<file path="src/rtl/core_inst_seq.sv">
// Instruction sequencer for one core tile: weight fetch, kernel load, activation
// fetch and execute, then OFIFO-to-PMEM writeback, driving the registered 40-bit bus.
module core_inst_seq #(
  parameter int col       = 8,
  parameter int row       = 8,
  parameter int KLOAD_CYC = 16,
  parameter int DRAIN_MAX = 64
) (
  input  logic        clk,
  input  logic        reset,
  input  logic        start,
  input  logic [7:0]  w_base,
  input  logic [7:0]  x_base,
  input  logic [8:0]  p_base,
  input  logic [7:0]  nij,
  input  logic        mode,
  input  logic        l0_ready,
  input  logic        ofifo_valid,
  output logic [39:0] inst,
  output logic        busy,
  output logic        done,
  output logic        err
);

  localparam logic [39:0] IDLE_W = 40'h30_0403_0000;

  localparam logic [3:0] S_IDLE = 4'd0;
  localparam logic [3:0] S_WF   = 4'd1;
  localparam logic [3:0] S_KL   = 4'd2;
  localparam logic [3:0] S_KG   = 4'd3;
  localparam logic [3:0] S_XF   = 4'd4;
  localparam logic [3:0] S_EX   = 4'd5;
  localparam logic [3:0] S_DR   = 4'd6;
  localparam logic [3:0] S_WB   = 4'd7;
  localparam logic [3:0] S_DN   = 4'd8;

  // The kernel needs at least col+row shift cycles to reach every PE.
  localparam int          KCYC       = (KLOAD_CYC < col + row) ? col + row : KLOAD_CYC;
  localparam logic [8:0]  COL_N      = 9'(col);
  localparam logic [15:0] KCYC_LAST  = 16'(KCYC - 1);
  localparam logic [15:0] DRAIN_LAST = 16'(DRAIN_MAX - 1);

  logic [3:0]  state, state_nxt;
  logic [39:0] inst_nxt;
  logic        busy_nxt, done_nxt, err_nxt;
  logic [8:0]  iss_cnt, iss_nxt, wr_cnt, wr_nxt;
  logic        pend, pend_nxt;
  logic [15:0] cnt, cnt_nxt;
  logic        latch;

  logic [7:0]  w_base_l, x_base_l, nij_l;
  logic [8:0]  p_base_l;
  logic        mode_l;

  logic [8:0]  fetch_n;
  logic [7:0]  fetch_base;
  logic [15:0] nij_last;

  assign fetch_n    = (state == S_WF) ? COL_N : {1'b0, nij_l};
  assign fetch_base = (state == S_WF) ? w_base_l : x_base_l;
  assign nij_last   = 16'(nij_l) - 16'd1;

  always_comb begin
    state_nxt = state;
    inst_nxt  = IDLE_W;
    iss_nxt   = iss_cnt;
    wr_nxt    = wr_cnt;
    pend_nxt  = 1'b0;
    cnt_nxt   = cnt;
    err_nxt   = err;
    done_nxt  = 1'b0;
    latch     = 1'b0;
    if (state != S_IDLE) inst_nxt[2] = mode_l;
    case (state)
      S_IDLE: begin
        if (start) begin
          latch     = 1'b1;
          state_nxt = S_WF;
          iss_nxt   = '0;
          wr_nxt    = '0;
          cnt_nxt   = '0;
        end
      end
      S_WF, S_XF: begin
        // Read issued now lands in L0 one cycle later (SRAM read latency).
        if (l0_ready && iss_cnt < fetch_n) begin
          inst_nxt[17]   = 1'b0;
          inst_nxt[15:8] = fetch_base + iss_cnt[7:0];
          iss_nxt        = iss_cnt + 9'd1;
          pend_nxt       = 1'b1;
        end
        if (pend) begin
          inst_nxt[3] = 1'b1;
          wr_nxt      = wr_cnt + 9'd1;
          if (wr_cnt == fetch_n - 9'd1) begin
            state_nxt = (state == S_WF) ? S_KL : S_EX;
            iss_nxt   = '0;
            wr_nxt    = '0;
            cnt_nxt   = '0;
          end
        end
      end
      S_KL: begin
        inst_nxt[0] = 1'b1;
        inst_nxt[4] = 1'b1;
        cnt_nxt     = cnt + 16'd1;
        if (cnt == KCYC_LAST) begin
          state_nxt = S_KG;
          cnt_nxt   = '0;
        end
      end
      S_KG: state_nxt = S_XF;
      S_EX: begin
        inst_nxt[1] = 1'b1;
        inst_nxt[4] = 1'b1;
        cnt_nxt     = cnt + 16'd1;
        if (cnt == nij_last) begin
          state_nxt = S_DR;
          cnt_nxt   = '0;
        end
      end
      S_DR: begin
        if (ofifo_valid) begin
          state_nxt = S_WB;
          cnt_nxt   = '0;
        end else if (cnt == DRAIN_LAST) begin
          err_nxt   = 1'b1;
          state_nxt = S_DN;
          cnt_nxt   = '0;
        end else begin
          cnt_nxt = cnt + 16'd1;
        end
      end
      S_WB: begin
        if (ofifo_valid && iss_cnt < {1'b0, nij_l}) begin
          inst_nxt[7] = 1'b1;
          iss_nxt     = iss_cnt + 9'd1;
          pend_nxt    = 1'b1;
        end
        // OFIFO data popped last cycle is written to PMEM now.
        if (pend) begin
          inst_nxt[37]    = 1'b0;
          inst_nxt[36]    = 1'b0;
          inst_nxt[35:27] = p_base_l + wr_cnt;
          wr_nxt          = wr_cnt + 9'd1;
          if (wr_cnt == {1'b0, nij_l} - 9'd1) begin
            state_nxt = S_DN;
            iss_nxt   = '0;
            wr_nxt    = '0;
          end
        end
      end
      S_DN: begin
        done_nxt  = 1'b1;
        state_nxt = S_IDLE;
      end
      default: state_nxt = S_IDLE;
    endcase
    busy_nxt = (state_nxt != S_IDLE);
  end

  always_ff @(posedge clk) begin
    if (!reset) begin
      state    <= S_IDLE;
      inst     <= IDLE_W;
      busy     <= 1'b0;
      done     <= 1'b0;
      err      <= 1'b0;
      iss_cnt  <= '0;
      wr_cnt   <= '0;
      pend     <= 1'b0;
      cnt      <= '0;
      w_base_l <= '0;
      x_base_l <= '0;
      p_base_l <= '0;
      nij_l    <= 8'd1;
      mode_l   <= 1'b0;
    end else begin
      state   <= state_nxt;
      inst    <= inst_nxt;
      busy    <= busy_nxt;
      done    <= done_nxt;
      err     <= err_nxt;
      iss_cnt <= iss_nxt;
      wr_cnt  <= wr_nxt;
      pend    <= pend_nxt;
      cnt     <= cnt_nxt;
      if (latch) begin
        w_base_l <= w_base;
        x_base_l <= x_base;
        p_base_l <= p_base;
        nij_l    <= (nij == 8'd0) ? 8'd1 : nij;
        mode_l   <= mode;
      end
    end
  end

endmodule

</file>
<file path="config.mk">
export PLATFORM = sky130hd
export DESIGN_NAME = core_inst_seq
export DESIGN_NICKNAME = d
export VERILOG_FILES = /design/src/rtl/core_inst_seq.sv
export SDC_FILE = /design/constraint.sdc
export NUM_CORES = 1
export LEC_CHECK = 0
export BUFFER_PORTS_ARGS = -buffer_cell sky130_fd_sc_hd__buf_2
export CORE_MARGIN = 2
export CORE_UTILIZATION = 30
export CTS_CLUSTER_SIZE = 12
export DETAILED_ROUTE_END_ITERATION = 8
export SLEW_MARGIN = 0
export SYNTH_ARGS = -nofsm -noshare
export SYNTH_HDL_FRONTEND = slang
export SYNTH_SLANG_ARGS = --single-unit
</file>
<file path="constraint.sdc">
create_clock -name clk -period 4.34 [get_ports clk]
set_input_delay 0.651 -clock clk [delete_from_list [all_inputs] [get_ports clk]]
set_output_delay 0.651 -clock clk [all_outputs]
set_load 0.005 [all_outputs]
</file>
Word-level counts from Yosys, hierarchy flattened

Index checks and enable logic that the tools add are counted.

Input bits: 39
Bits in registers: 116

Reduce and logical (&&, ||, !) cells: 19
Equal/unequal tests: 17
Order comparisons: 2
Bitwise gates (word level): 1
Muxes and demuxes: 47
Add/subtract/negate cells: 8

Operators by type and width:

| kind                    | count |
|---|---|
| $mux W16                | 7 |
| $mux W9                 | 11 |
| $pmux W16 S5            | 1 |
| $pmux W9 S3             | 2 |
| $mux W4                 | 9 |
| $pmux W4 S7             | 1 |
| $sub A8 B1 Y9 const B   | 3 |
| $mux W8                 | 3 |
| $add A9 B1 Y9 const B   | 2 |
| $eq A9 B9 Y1            | 2 |
| $lt A9 B8 Y1            | 2 |
| $add A16 B1 Y16 const B | 1 |
| $eq A16 B16 Y1          | 1 |
| $eq A16 B4 Y1 const B   | 1 |
| $eq A16 B6 Y1 const B   | 1 |
| $eq A4 B3 Y1 const B    | 4 |
| $mux W11                | 1 |
| $mux W1                 | 10 |
| $add A9 B9 Y9           | 1 |
| $reduce_and A3 Y1       | 3 |
| $add A8 B8 Y8           | 1 |
| $eq A4 B2 Y1 const B    | 2 |
| $logic_not A8 Y1        | 1 |
| $ne A2 B2 Y1 const B    | 4 |
| other kinds (13)        | 20 |

Logic depth before layout (Yosys ltp)

Depth after elaboration: 8
Depth in mapped cells: 17
Depth with buffers taken out: 12

Worst setup path before layout

No wires, ideal clock.

Path kind: register to register
Start: register state[2]
End: register cnt[12]
Arrival: 3.751 ns
Stages on the path, launching flop included: 17
Path slack: 0.473 ns
Buffers on the path: 5
Cells stage by stage: dfxtp_1 -> clkbuf_1 -> or4b_1 -> clkbuf_1 -> clkbuf_1 -> clkbuf_1 -> nand2_1 -> ha_1 -> nor3b_2 -> xnor2_1 -> o21a_1 -> o311ai_1 -> nand4_2 -> buf_6 -> a2111oi_1 -> xnor2_1 -> nor2_2

Word-level cells in the longest chain between the ends: 6

RTL lines:

| item                               | RTL line | text |
|---|---|---|
| start, declared                    | 43       | `logic [3:0] state, state_nxt;` |
| start signal, assigned             | 179      | `state <= state_nxt;` |
| $eq A4 B1 Y1                       | 59, 74   |  |
| $mux W8                            | 59       | `assign fetch_n = (state == S_WF) ? COL_N : {1'b0, nij_l};` |
| $sub A8 B1 Y9                      | 95       | `if (wr_cnt == fetch_n - 9'd1) begin` |
| $eq A9 B9 Y1                       | 95       |  |
| $ne A2 B2 Y1 (no source line)      | --       |  |
| $reduce_and A4 Y1 (no source line) | --       |  |
| end signal, assigned               | 187      | `cnt <= cnt_nxt;` |
| end, declared                      | 48       | `logic [15:0] cnt, cnt_nxt;` |

Parallel ways exist; a longest one is shown, timed or not.
A chain may end at the register's enable or synchronous reset.

Final worst setup path

Start: register state[1]
End: register cnt[10]

The elaborated chain is that of the path after synthesis.

==> results.md <==
* Status: finished clean
* Post-Synthesis Cell Area at just over 6000 um^2
* DIE WIDTH at 148 um
* Sequential Power Share at 44.9%
* Post-CTS Resized at 0
* Die ar. at roughly 22000 um^2
* Synth Area per Inst at between 8 and 9 um^2
* Sequential area share after synthesis at approximately a third
* Clock Root Buffer: clkbuf_16
* FFs w/ async S/R, synth at 0%
* Seq cells post-synth at 101
* Mapped Cells at 770
* Final Hold Fails at 0
* CTS tree: yes
* Worst Path Class, Setup: reg2reg
* Clock Skew at approximately 0.014 ns
* Initial antenna violation count at 0
* Crit path time final at 3.92 ns
* Commonest non-fill, non-tap cell in the layout: nand2_1
* Via count at 5413
* DRT iter0 DRCs at 339
* Main synth FF type: dfxtp_1
* Design area at a little over 7000 um^2
* Layout cells sized above 1 at 14.5%
* Power Dens Cells at ~300 nW/um^2
* Critical hold path startpoint: x_base_l[6]
* Die height at roughly 150 um
* Share of power burned in combinational logic at between 10% and 20%
* First-pass GRT wire length at around 26000 um
* Setup TNS at 0 ns
* R2R cell count at 12
* Slew at the pin with the worst max-slew slack at just under 1 ns
* Largest net degree at the start of global routing at 69
* Later-pin clock latency in the skew report at between 0.3 and 0.4 ns
* Synth unique cells at 78
* WL/cell at 14.8 um
* Sw Ratio at between 20% and 30%
* Total global-route track usage at 14.9%
* Worst r2r dst: cnt[10]
* Setup bufs post-CTS at 0
* IO buf count at 67
* Int Pwr at 1.60 mW
* Core area at ~20000 um^2
* Vias in the first global route at around 5100
* Final Non-Filler Cells at ~1100
* P_sw at approximately 0.58 mW
* Pleak at between 2 and 3 nW
* R2r setup slk at between 0.4 and 0.5 ns
* Hold buffers post-CTS at 0
* Starting Density at a little under a third
* Area grow syn2layout at 13.6%
* Final setup viols at 0
* Row cnt at 52
* Critical-path maximum fanout at 21
* Critical Path RT at 4.57 ns
* Final ANT Viol Nets at 0
* CP Capture Type: flip-flop
* Unrepaired setup endpoints after global routing: no
* Clock Sinks at 101
* FMAX at about 0.26 GHz
* Area post-placement at slightly below 7000 um^2
* Gpl congestion at roughly 0.9
* CP arrival at 4.15 ns
* H-tree levels at 3
* Ports at between 80 and 90
* Warnings, synthesis at 0
* Max Cap Viol at 0
* Clock power frac at 40.5%
* DRC errors left at 0
* R2r startpoint: state[1]
* Number of synthesized flops with an enable pin at 0
* Hold endpoint: x_base_l[6]
* Dpl cells at roughly 1100
* GRT overflow at 0
* Most frequent cells in the layout: nand2_1 (124), dfxtp_1 (101), buf_2 (67)
* Relative slew slack at 34.1%
* Tightest Hold Check Type: reg2reg
* Design Power at 2.18 mW
* VDD IR-drop max at 0.214 mV
* Worst Setup Start Kind: flip-flop
* WHS Path Cells at 2
* Antenna Cells at 0
* Num CTS Buffers at 9
* First drt pass iteration count at 5
* Reg clk slew, reported paths at around 0.07 ns
* Clk buf depth at 2
* Pins Over Slew Limit at 0
* Post-layout net count at roughly 900
* Fin crit share at approximately 90%
* Final WL at between 15000 and 20000 um
* Drt via density at 4.98
* Placed wire-length estimate at around 12000 um
==> how the worst max path moves through the flow <==
stage | slack, ns | startpoint | cells past startpoint | to
2_1_floorplan | 0.47 | state[2] | 16 | cnt[12]
3_3_place_gp | 0.59 | state[1] | 12 | cnt[0]
3_5_place_dp | 0.45 | state[1] | 12 | cnt[11]
4_1_cts | 0.43 | state[1] | 12 | cnt[11]
5_1_grt | 0.09 | state[1] | 12 | cnt[1]
6_report | 0.42 | state[1] | 12 | cnt[10]
==> power by group through the flow <==
| stage | sequential (mW) | combinational [mW] | clock [mW] |
|---|---|---|---|
| detailed placement | 0.999 | 0.318 | 0 |
| global placement | 0.999 | 0.316 | 0 |
| floorplan | 0.985 | 0.250 | 0 |
| finish | 0.978 | 0.318 | 0.883 |
| global route | 0.981 | 0.357 | 0.943 |
| CTS | 0.977 | 0.320 | 0.911 |
==> worst max-delay path, stage by stage, from the launching register on <==
cell      delay [ns]
dfxtp_1         0.44
or4b_1          0.69
nand2_1         0.15
ha_1            0.19
nor3b_2         0.42
xnor2_1         0.15
o21a_1          0.20
o311ai_1        0.35
nand4_2         0.14
buf_4           0.25
a21oi_2         0.33
a21bo_2         0.39
nor2_1          0.09
==> layout make-up <==
type	instances	area (um^2)
Timing Repair Buffer	81	440
Multi-Input combinational cell	592	3820
Fill cell	2105	13200
Sequential cell	101	2020
Inverter	27	101
Clock inverter	5	82.6
Clock buffer	10	239
Tap cell	270	338
==> routing by layer <==
| metal | up-vias | share of wire [%] | global-route usage, % |
|---|---|---|---|
| met5 | - | 0 | 0 |
| met3 | 13 | 4.4 | 2.96 |
| met2 | 132 | 44 | 23.0 |
| met1 | 2510 | 50 | 21.0 |
| li1 | 2758 | - | - |
| met4 | 0 | 1.0 | 4.38 |
==> cells by family (layout without fill, tap and decap cells) <==
logic type                 count (synthesis)  count (layout)  synth area share [%]
AOI/OAI and AO/OA                        178             178                  20.4
muxes                                      5               5                 0.807
adders and majority gates                 36              36                  7.50
and+or+nand+nor                          309             309                  24.1
DFF                                      101             101                  32.6
buffers and inverters                     89             123                  6.69
xor gates and xnor gates                  50              50                  7.72
other                                      2              14                 0.121
==> sequential cells by signal (all words and copies together) (netlist names) <==
signal and count:
inst 25, cnt 16, iss_cnt 9, p_base_l 9
wr_cnt 9, nij_l 8, w_base_l 8, x_base_l 8
state 4, busy 1, done 1, err 1
mode_l 1, pend 1
==> per-stage QoR <==
stage	setup slack [ns]	utilization, %	hold WS (ns)
global placement	0.594	33.2	0.453
finish	0.420	34.8	0.465
global route	0.0853	34.8	0.482
CTS	0.428	34.8	0.469
floorplan	0.473	-	0.412
detailed placement	0.448	33.2	0.458
==> Yosys cell counts, drive strengths merged, types with 6 or more instances <==
cell type / number / area [um^2]
ha: 34 / 425
nor2b: 8 / 50.1
a21oi: 34 / 174
xor2: 12 / 105
xnor2: 35 / 307
a211oi: 7 / 52.6
and2: 6 / 37.5
clkbuf: 39 / 146
nor2: 60 / 233
o21ai: 32 / 160
dfxtp: 101 / 2020
buf: 23 / 168
nand2: 124 / 465
a21o: 9 / 67.6
nor4: 7 / 43.8
nor3: 12 / 60.1
inv: 27 / 101
and3: 14 / 87.6
nand3: 28 / 140
a2111oi: 8 / 97.6
a21boi: 38 / 285
nand4: 15 / 100
(Power assumes the default switching activity.)
